--- config.mk ---
export PLATFORM = sky130hd
export DESIGN_NAME = sll_pipe
export DESIGN_NICKNAME = d
export VERILOG_FILES = /design/src/rtl/sll_pipe.sv
export SDC_FILE = /design/constraint.sdc
export NUM_CORES = 1
export LEC_CHECK = 0
export CAP_MARGIN = 20
export CORE_AREA = 4 4 130 132
export DETAILED_ROUTE_END_ITERATION = 6
export DIE_AREA = 0 0 134 136
export PLACE_DENSITY_LB_ADDON = 0.25
export SLEW_MARGIN = 5
export SYNTH_ARGS = -nofsm -noshare
export SYNTH_HDL_FRONTEND = slang
export SYNTH_SLANG_ARGS = --single-unit
--- constraint.sdc ---
create_clock -name clock -period 7.4 [get_ports clock]
set_input_delay 1.11 -clock clock [delete_from_list [all_inputs] [get_ports clock]]
set_output_delay 1.11 -clock clock [all_outputs]
set_load 0.02 [all_outputs]
--- src/rtl/sll_pipe.sv ---
// sll_pipe: five-stage pipelined 32-bit logical left barrel shifter with a
// valid/ready handshake. Stage k applies the 2^k component of the shift amount.
module sll_pipe (
    input  logic        clock,
    input  logic        reset_n,
    input  logic        in_valid,
    output logic        in_ready,
    input  logic [31:0] in,
    input  logic [4:0]  shift,
    output logic        out_valid,
    input  logic        out_ready,
    output logic [31:0] out
);
    localparam int STAGES = 5;

    logic [STAGES-1:0] valid_r;
    logic [31:0]       data_r [STAGES];
    logic [3:0]        sh0_r;
    logic [2:0]        sh1_r;
    logic [1:0]        sh2_r;
    logic              sh3_r;

    logic [STAGES-1:0] valid_nx_s;
    logic [31:0]       data_nx_s [STAGES];
    logic [31:0]       in_data_s;
    logic [3:0]        sh0_nx_s;
    logic              advance_s;

    // Global stall: only a valid result the consumer refuses freezes the pipe.
    always_comb begin
        advance_s = !(valid_r[STAGES-1] && !out_ready);
    end

    // Next-stage values; each stage consumes the low bit of its remaining shift.
    always_comb begin
        if (in_valid) begin
            in_data_s = in;
            sh0_nx_s  = shift[4:1];
        end else begin
            in_data_s = 32'h0000_0000;
            sh0_nx_s  = 4'h0;
        end

        valid_nx_s[0] = in_valid;
        valid_nx_s[1] = valid_r[0];
        valid_nx_s[2] = valid_r[1];
        valid_nx_s[3] = valid_r[2];
        valid_nx_s[4] = valid_r[3];

        if (in_valid && shift[0]) begin
            data_nx_s[0] = {in_data_s[30:0], 1'b0};
        end else begin
            data_nx_s[0] = in_data_s;
        end

        if (sh0_r[0]) begin
            data_nx_s[1] = {data_r[0][29:0], 2'b00};
        end else begin
            data_nx_s[1] = data_r[0];
        end

        if (sh1_r[0]) begin
            data_nx_s[2] = {data_r[1][27:0], 4'h0};
        end else begin
            data_nx_s[2] = data_r[1];
        end

        if (sh2_r[0]) begin
            data_nx_s[3] = {data_r[2][23:0], 8'h00};
        end else begin
            data_nx_s[3] = data_r[2];
        end

        if (sh3_r) begin
            data_nx_s[4] = {data_r[3][15:0], 16'h0000};
        end else begin
            data_nx_s[4] = data_r[3];
        end
    end

    // Stage registers: synchronous clear, load-all on advance, otherwise hold.
    always_ff @(posedge clock) begin
        if (!reset_n) begin
            valid_r <= {STAGES{1'b0}};
            for (int k = 0; k < STAGES; k++) begin
                data_r[k] <= 32'h0000_0000;
            end
            sh0_r <= 4'h0;
            sh1_r <= 3'h0;
            sh2_r <= 2'h0;
            sh3_r <= 1'b0;
        end else if (advance_s) begin
            valid_r <= valid_nx_s;
            for (int k = 0; k < STAGES; k++) begin
                data_r[k] <= data_nx_s[k];
            end
            sh0_r <= sh0_nx_s;
            sh1_r <= sh0_r[3:1];
            sh2_r <= sh1_r[2:1];
            sh3_r <= sh2_r[1];
        end else begin
            valid_r <= valid_r;
        end
    end

    assign in_ready  = advance_s;
    assign out_valid = valid_r[STAGES-1];
    assign out       = data_r[STAGES-1];
endmodule

==> summary.md, run 1 <==
| Metric | Value |
|---|---|
| Status | finished clean |
| Clock Latency Late Sink | approximately 410 ps |
| Worst vdd ir | 0.182 mV |
| Via/cell ratio | 4.73 |
| Fmax | 258 MHz |
| # setup viols final | 0 |
| CP arrival | 2760 ps |
| RSZ-0062 raised after global routing | false |
| Hpwl dp | 7190 um |
| Cell Rows | 46 |
| Core footprint | 0.0157 mm^2 |
| WP buf/inv | 3 |
| Die height | 136 um |
| Top FF cell, synth | edfxtp_1 |
| Register area share after synthesis | about 66% |
| All-layer global routing usage | 12.4% |
| Setup crit end kind | output port |
| Hold Worst Slack | 460 ps |
| Hold Violations, Final | 0 |
| # Post-CTS Setup Buffers | 0 |
| Yosys cell types | 22 |
| Slew margin rel. | around 28% |
| Leak pwr | 3.39 nW |
| CTS HTree Levels | 4 |
| Yosys reg bits | around 180 |
| Worst endpoint required time | 6290 ps |
| EDFF count, synth | between 150 and 200 |
| Final setup TNS | 0 ps |
| Vias in the first global route | 3923 |
| CTS Root Cell | clkbuf_16 |
| Die W | 134 um |
| Final wirelength | about 11000 um |
| Routed via count | 3947 |
| Initial Utilization | 49.3% |
| Syn_nets | 616 |
| N_diodes | 0 |
| Die ar. | 0.0182 mm^2 |
| Most frequent cells after synthesis | edfxtp_1, nor2_1, mux2i_1 |
| Setup CP Type | in -> out |
| Worst slew pin tran | ~1100 ps |
| Hold bufs inserted after CTS | 0 |
| Total clock buffers created by CTS | 17 |
| DR DRC count | 0 |
| Multi-input gate area | 0.00220 mm^2 |
| Num Clock Sinks | 175 |
| Clock-pin slew on the worst setup and hold paths | around 60 ps |
| Seq. cell area | around 0.0051 mm^2 |
| CP peak stage delay | 610 ps |
| CP Cell Sequence | clkdlybuf4s50_1 > nor2b_4 > inv_1 > clkdlybuf4s50_1 |
| Antenna viol nets, final | 0 |
| Synth area leaders | edfxtp_1, mux2i_1, nor2_1 |
| Syn. warnings | 0 |
| Fill cells | between 1000 and 1500 |
| First-pass GRT wire length | 18000 um |
| Final Cycle Share | 52.3% |
| Crit path max-delay cell type | clkdlybuf4s50_1 |
| Dominant cell type by area after synthesis | edfxtp_1 |
| Top-count cell post-synth | edfxtp_1 |
| Peak fanout along the critical path | 14 |
| Maxcap violations | 0 |
| Most used cell along the critical path | clkdlybuf4s50_1 |
| WL/cell | 12.7 um |
| Initial antenna violation count | 0 |
| I/O pin count | 75 |
| Clock Skews | ~8 ps |
| Max-slew violation count | 0 |
| Hold Crit Class | reg -> reg |
| Area share of the largest cell type after synthesis | 62.0% |
| Top Family by Delay on Critical Path | buffers and inverters |
| Area Overhead vs Synth | 15.5% |
| Cell total after placement | 802 |
| Share of cells above drive strength 1 | 6.14% |
| Gr ovfl total | 0 |
| TritonRoute pass-1 iters | 4 |
| Largest net degree at the start of global routing | 105 |
| Worst setup SP type | input port |
| # port buffers | 74 |
| Syn_area_per_cell | around 13 um^2 |
| Pwr per Cell Area | ~230 mW/mm^2 |
| Final GP Congestion | 0.784 |
| CTS Buffer Depth | 2 |
| Cell Area, Synth | between 0.007 and 0.008 mm^2 |
| DR iter-0 viols | 219 |
| Final core utilization | 56.9% |
| PostCTS Resize Cnt | 0 |
| Post-layout nets | 647 |
| Post-Syn Instances | 575 |
| Ys async rst share | 0% |
| Final Non-Filler Cells | approximately 840 |
| Min cycle time layout | 3870 ps |
| CTS tree | yes |
layout make-up:
class | instances | share of cell area, %
clock inverter | 3 | 0.182
sequential | 175 | 57.1
clock buffer | 29 | 6.20
timing repair buffer | 79 | 8.73
multi-input combinational | 330 | 24.6
tap | 216 | 3.02
inverter | 3 | 0.182
routing by layer:
| metal | vias to the layer above | track usage, % | wire length, um |
|---|---|---|---|
| met5 | - | 0 | 0 |
| met4 | 0 | 5.94 | 180 |
| met3 | 13 | 2.81 | 433 |
| met2 | 93 | 20.6 | 5200 |
| met1 | 1776 | 15.3 | 4810 |
| li1 | 2065 | - | - |
tightest hold or removal path: cells and delay by family (launching register included):
kind	cells	cell delay [ps]
AO/OA/AOI/OAI	1	50
flip-flops	1	310
AND/OR/NAND/NOR	1	50
through the flow:
step / power [mW] / worst slack, ps / cell area, um^2
floorplan: 1.21 / 2440 / 7750
global route: 2.13 / 3430 / 8950
detailed placement: 1.24 / 3350 / 8360
finish: 2.06 / 3530 / 8950
CTS: 2.08 / 3530 / 8930
global placement: 1.24 / 3470 / 8360
layout by cell type (no fill, tap or decap):
master and count:
nand2_1 18, clkbuf_8 2, nor3b_1 7, nor2_1 132
inv_2 1, mux2i_1 129, and2_1 24, nor3_2 1
buf_4 4, inv_1 1, a21o_1 1, buf_8 1
edfxtp_1 160, dfxtp_1 14, clkinv_2 2, buf_2 1
nor2b_4 1, dfxtp_2 1, inv_4 1, nand2_2 1
clkdlybuf4s50_1 73, nor3_4 1, clkbuf_1 7, a22o_1 4
clkbuf_16 20, nand3_1 1, and3_1 1, inv_6 1
a21oi_1 9
logic make-up after synthesis:
kind of cell | Yosys count | share of synthesized area, %
muxes | 129 | 16.7
DFF | 175 | 65.9
and+or+nand+nor | 187 | 10.6
buffers and inverters | 70 | 5.73
AOI/OAI and AO/OA | 14 | 1.13
flip-flops by register name, summed over array words and instances (netlist names):
name,flops
data_r,160
sh0_r,4
sh3_r,1
valid_r,5
sh2_r,2
sh1_r,3
final timing paths:
kind	from	to	slack, ps	depth (start not counted)
min	sh1_r[2]	sh1_r[2]	460	2
max	out_ready	in_ready	3530	4
min reg2reg	sh1_r[2]	sh1_r[2]	460	2
max reg2reg	valid_r[4]	data_r[0][19]	4640	5
report_power, final:
group | total [mW] | switching, mW | internal [mW]
clock network | 0.836 | 0.328 | 0.508
logic | 0.103 | 0.0495 | 0.0533
registers | 1.12 | 0.0165 | 1.10
total | 2.06 | 0.394 | 1.66
(Power assumes the default switching activity.)
==> inputs of run 2 (changes only) <==
==> constraint.sdc (replaced) <==
create_clock -name clock -period 3.76 [get_ports clock]
set_input_delay 0.564 -clock clock [delete_from_list [all_inputs] [get_ports clock]]
set_output_delay 0.564 -clock clock [all_outputs]
set_load 0.02 [all_outputs]
==> run 2 against run 1 <==
  * Count of clock-buffer cells in the layout shrank 8
  * Combinational power is 98% higher
  * Sequential power up 96%
  * Via count rose by 0.94%
  * Clock skew barely moved
  * Wire length is 2.8% higher
  * Sequential cell count unchanged
  * First-iteration DRC count rose by 38%
  * Hold slack got worse by 3.1 ps
  * Critical path type unchanged
  * Largest cell class unchanged
  * Largest power group unchanged
==> summary.md, run 2 (synthesis gave the netlist of run 1 again) <==
| Metric | Value |
|---|---|
| Status | finished clean |
| Cell Rows | 46 |
| Gr ovfl total | 0 |
| First-pass GRT wire length | 18500 um |
| Worst slew pin tran | 1040 ps |
| Max-slew violation count | 0 |
| Peak fanout along the critical path | 14 |
| Core footprint | 0.0157 mm^2 |
| Largest net degree at the start of global routing | 161 |
| TritonRoute pass-1 iters | 4 |
| Via/cell ratio | between 4 and 5 |
| I/O pin count | 75 |
| Antenna viol nets, final | 0 |
| # setup viols final | 0 |
| Die height | ~140 um |
| Min cycle time layout | 2680 ps |
| Total clock buffers created by CTS | 17 |
| Post-layout nets | 647 |
| Cell total after placement | around 800 |
| Area Overhead vs Synth | 15.6% |
| Pwr per Cell Area | 452 mW/mm^2 |
| Routed via count | between 3000 and 4000 |
| Initial antenna violation count | 0 |
| Setup CP Type | in -> out |
| All-layer global routing usage | approximately 13% |
| Psw | 0.807 mW |
| Hold Worst Slack | 457 ps |
| Leak pwr | 3.38 nW |
| Num Clock Sinks | ~180 |
| DR top layer | met4 |
| Setup slack at placement | approximately 940 ps |
| CTS Root Cell | clkbuf_16 |
| Slew margin rel. | 30.3% |
| Hold Violations, Final | 0 |
| Final Non-Filler Cells | 835 |
| Die W | between 100 and 150 um |
| Met2 wire len | 5460 um |
| N_diodes | 0 |
| Clock-pin slew on the worst setup and hold paths | ~60 ps |
| Hpwl dp | ~7400 um |
| Sw Ratio | ~20% |
| Final Cycle Share | between 70% and 80% |
| Max reg flops | 160 |
| Final setup TNS | 0 ps |
| Die ar. | 0.0182 mm^2 |
| Worst vdd ir | ~0.39 mV |
| Initial Utilization | 49.3% |
| DR DRC count | 0 |
| Clock Latency Late Sink | 420 ps |
| Logic pwr share | ~5% |
| Clock network power share | 40.7% |
| # Post-CTS Setup Buffers | 0 |
| DR WL met3 | between 400 and 500 um |
| Reg power frac | 54.3% |
| Hold bufs inserted after CTS | 0 |
| Worst setup SP type | input port |
| Hold Crit Class | reg -> reg |
| CTS HTree Levels | 4 |
| Vias in the first global route | 3935 |
| Share of cells above drive strength 1 | 6.46% |
| WL/cell | 13.1 um |
| Final wirelength | 10900 um |
| Int Pwr | 3.25 mW |
| # port buffers | 74 |
| RSZ-0062 raised after global routing | false |
| PostCTS Resize Cnt | 0 |
| R2R depth | 5 |
| Hold Crit Depth | 2 |
| Fmax | 373 MHz |
| Final GP Congestion | 0.752 |
| Setup crit end kind | output port |
| CTS tree | yes |
| Wl on met1 | 4770 um |
| DR iter-0 viols | between 300 and 400 |
| Most frequent cells in the layout | edfxtp_1, nor2_1, mux2i_1, clkdlybuf4s50_1, and2_1 |
| Most common cell after layout, fill and taps aside | edfxtp_1 |
| Worst endpoint required time | 3200 ps |
| Final worst slack | 1080 ps |
| Reg with most FFs | data_r |
| CTS Buffer Depth | 2 |
| Top Registers | data_r (160), valid_r (5), sh0_r (4) |
| Tot Pwr | 4.05 mW |
| Maxcap violations | 0 |
| Clock Skews | 8.34 ps |
| CP arrival | 2110 ps |
-- run 2: cell types whose count changed in the layout (fill, tap and decap cells not counted), sizes merged --
cell | before | now
bufinv | 0 | 2
clkbuf | 29 | 21
clkinv | 2 | 7
clkinvlp | 0 | 3
inv | 4 | 2
-- run 2: layer usage --
| layer | vias to the layer above | global-route usage [%] |
|---|---|---|
| li1 | 2073 | - |
| met1 | 1806 | 15.4 |
| met2 | 86 | 21.4 |
| met3 | 19 | 3.70 |
| met4 | 0 | 6.11 |
| met5 | - | 0 |
-- run 2: worst paths after layout --
kind,start,end,slack (ps)
setup / recovery,out_ready,in_ready,1080
hold / removal,valid_r[3],valid_r[3],460
setup reg to reg,valid_r[4],data_r[0][110],1640
hold reg to reg,valid_r[3],valid_r[3],460
-- run 2: power groups by stage --
stage          registers (mW)  logic [mW]  clock network [mW]
6_report                 2.20       0.204                1.65
5_1_grt                  2.21       0.227                1.78
4_1_cts                  2.20       0.207                1.69
3_5_place_dp             2.24       0.206                   0
3_3_place_gp             2.24       0.203                   0
2_1_floorplan            2.23       0.147                   0
-- run 2: final cells by class --
cell class,count,area [um^2]
clock inverter,11,118
clock buffer,21,440
timing repair buffer,79,798
fill,1253,6760
inverter,3,15.0
tap,216,270
multi-input combinational,330,2210
sequential,175,5110
-- run 2: worst max-delay path, cell delays in order --
cell and delay [ps]:
clkdlybuf4s50_1 440, nor2b_4 320, inv_2 200, clkdlybuf4s50_1 580
-- run 2: per-stage QoR --
| step | instance area (um^2) | utilization, % |
|---|---|---|
| 2_1_floorplan | 7760 | - |
| 3_3_place_gp | 8400 | 53.5 |
| 3_5_place_dp | 8400 | 53.5 |
| 4_1_cts | 8960 | 57.0 |
| 5_1_grt | 8960 | 57.0 |
| 6_report | 8960 | 57.0 |
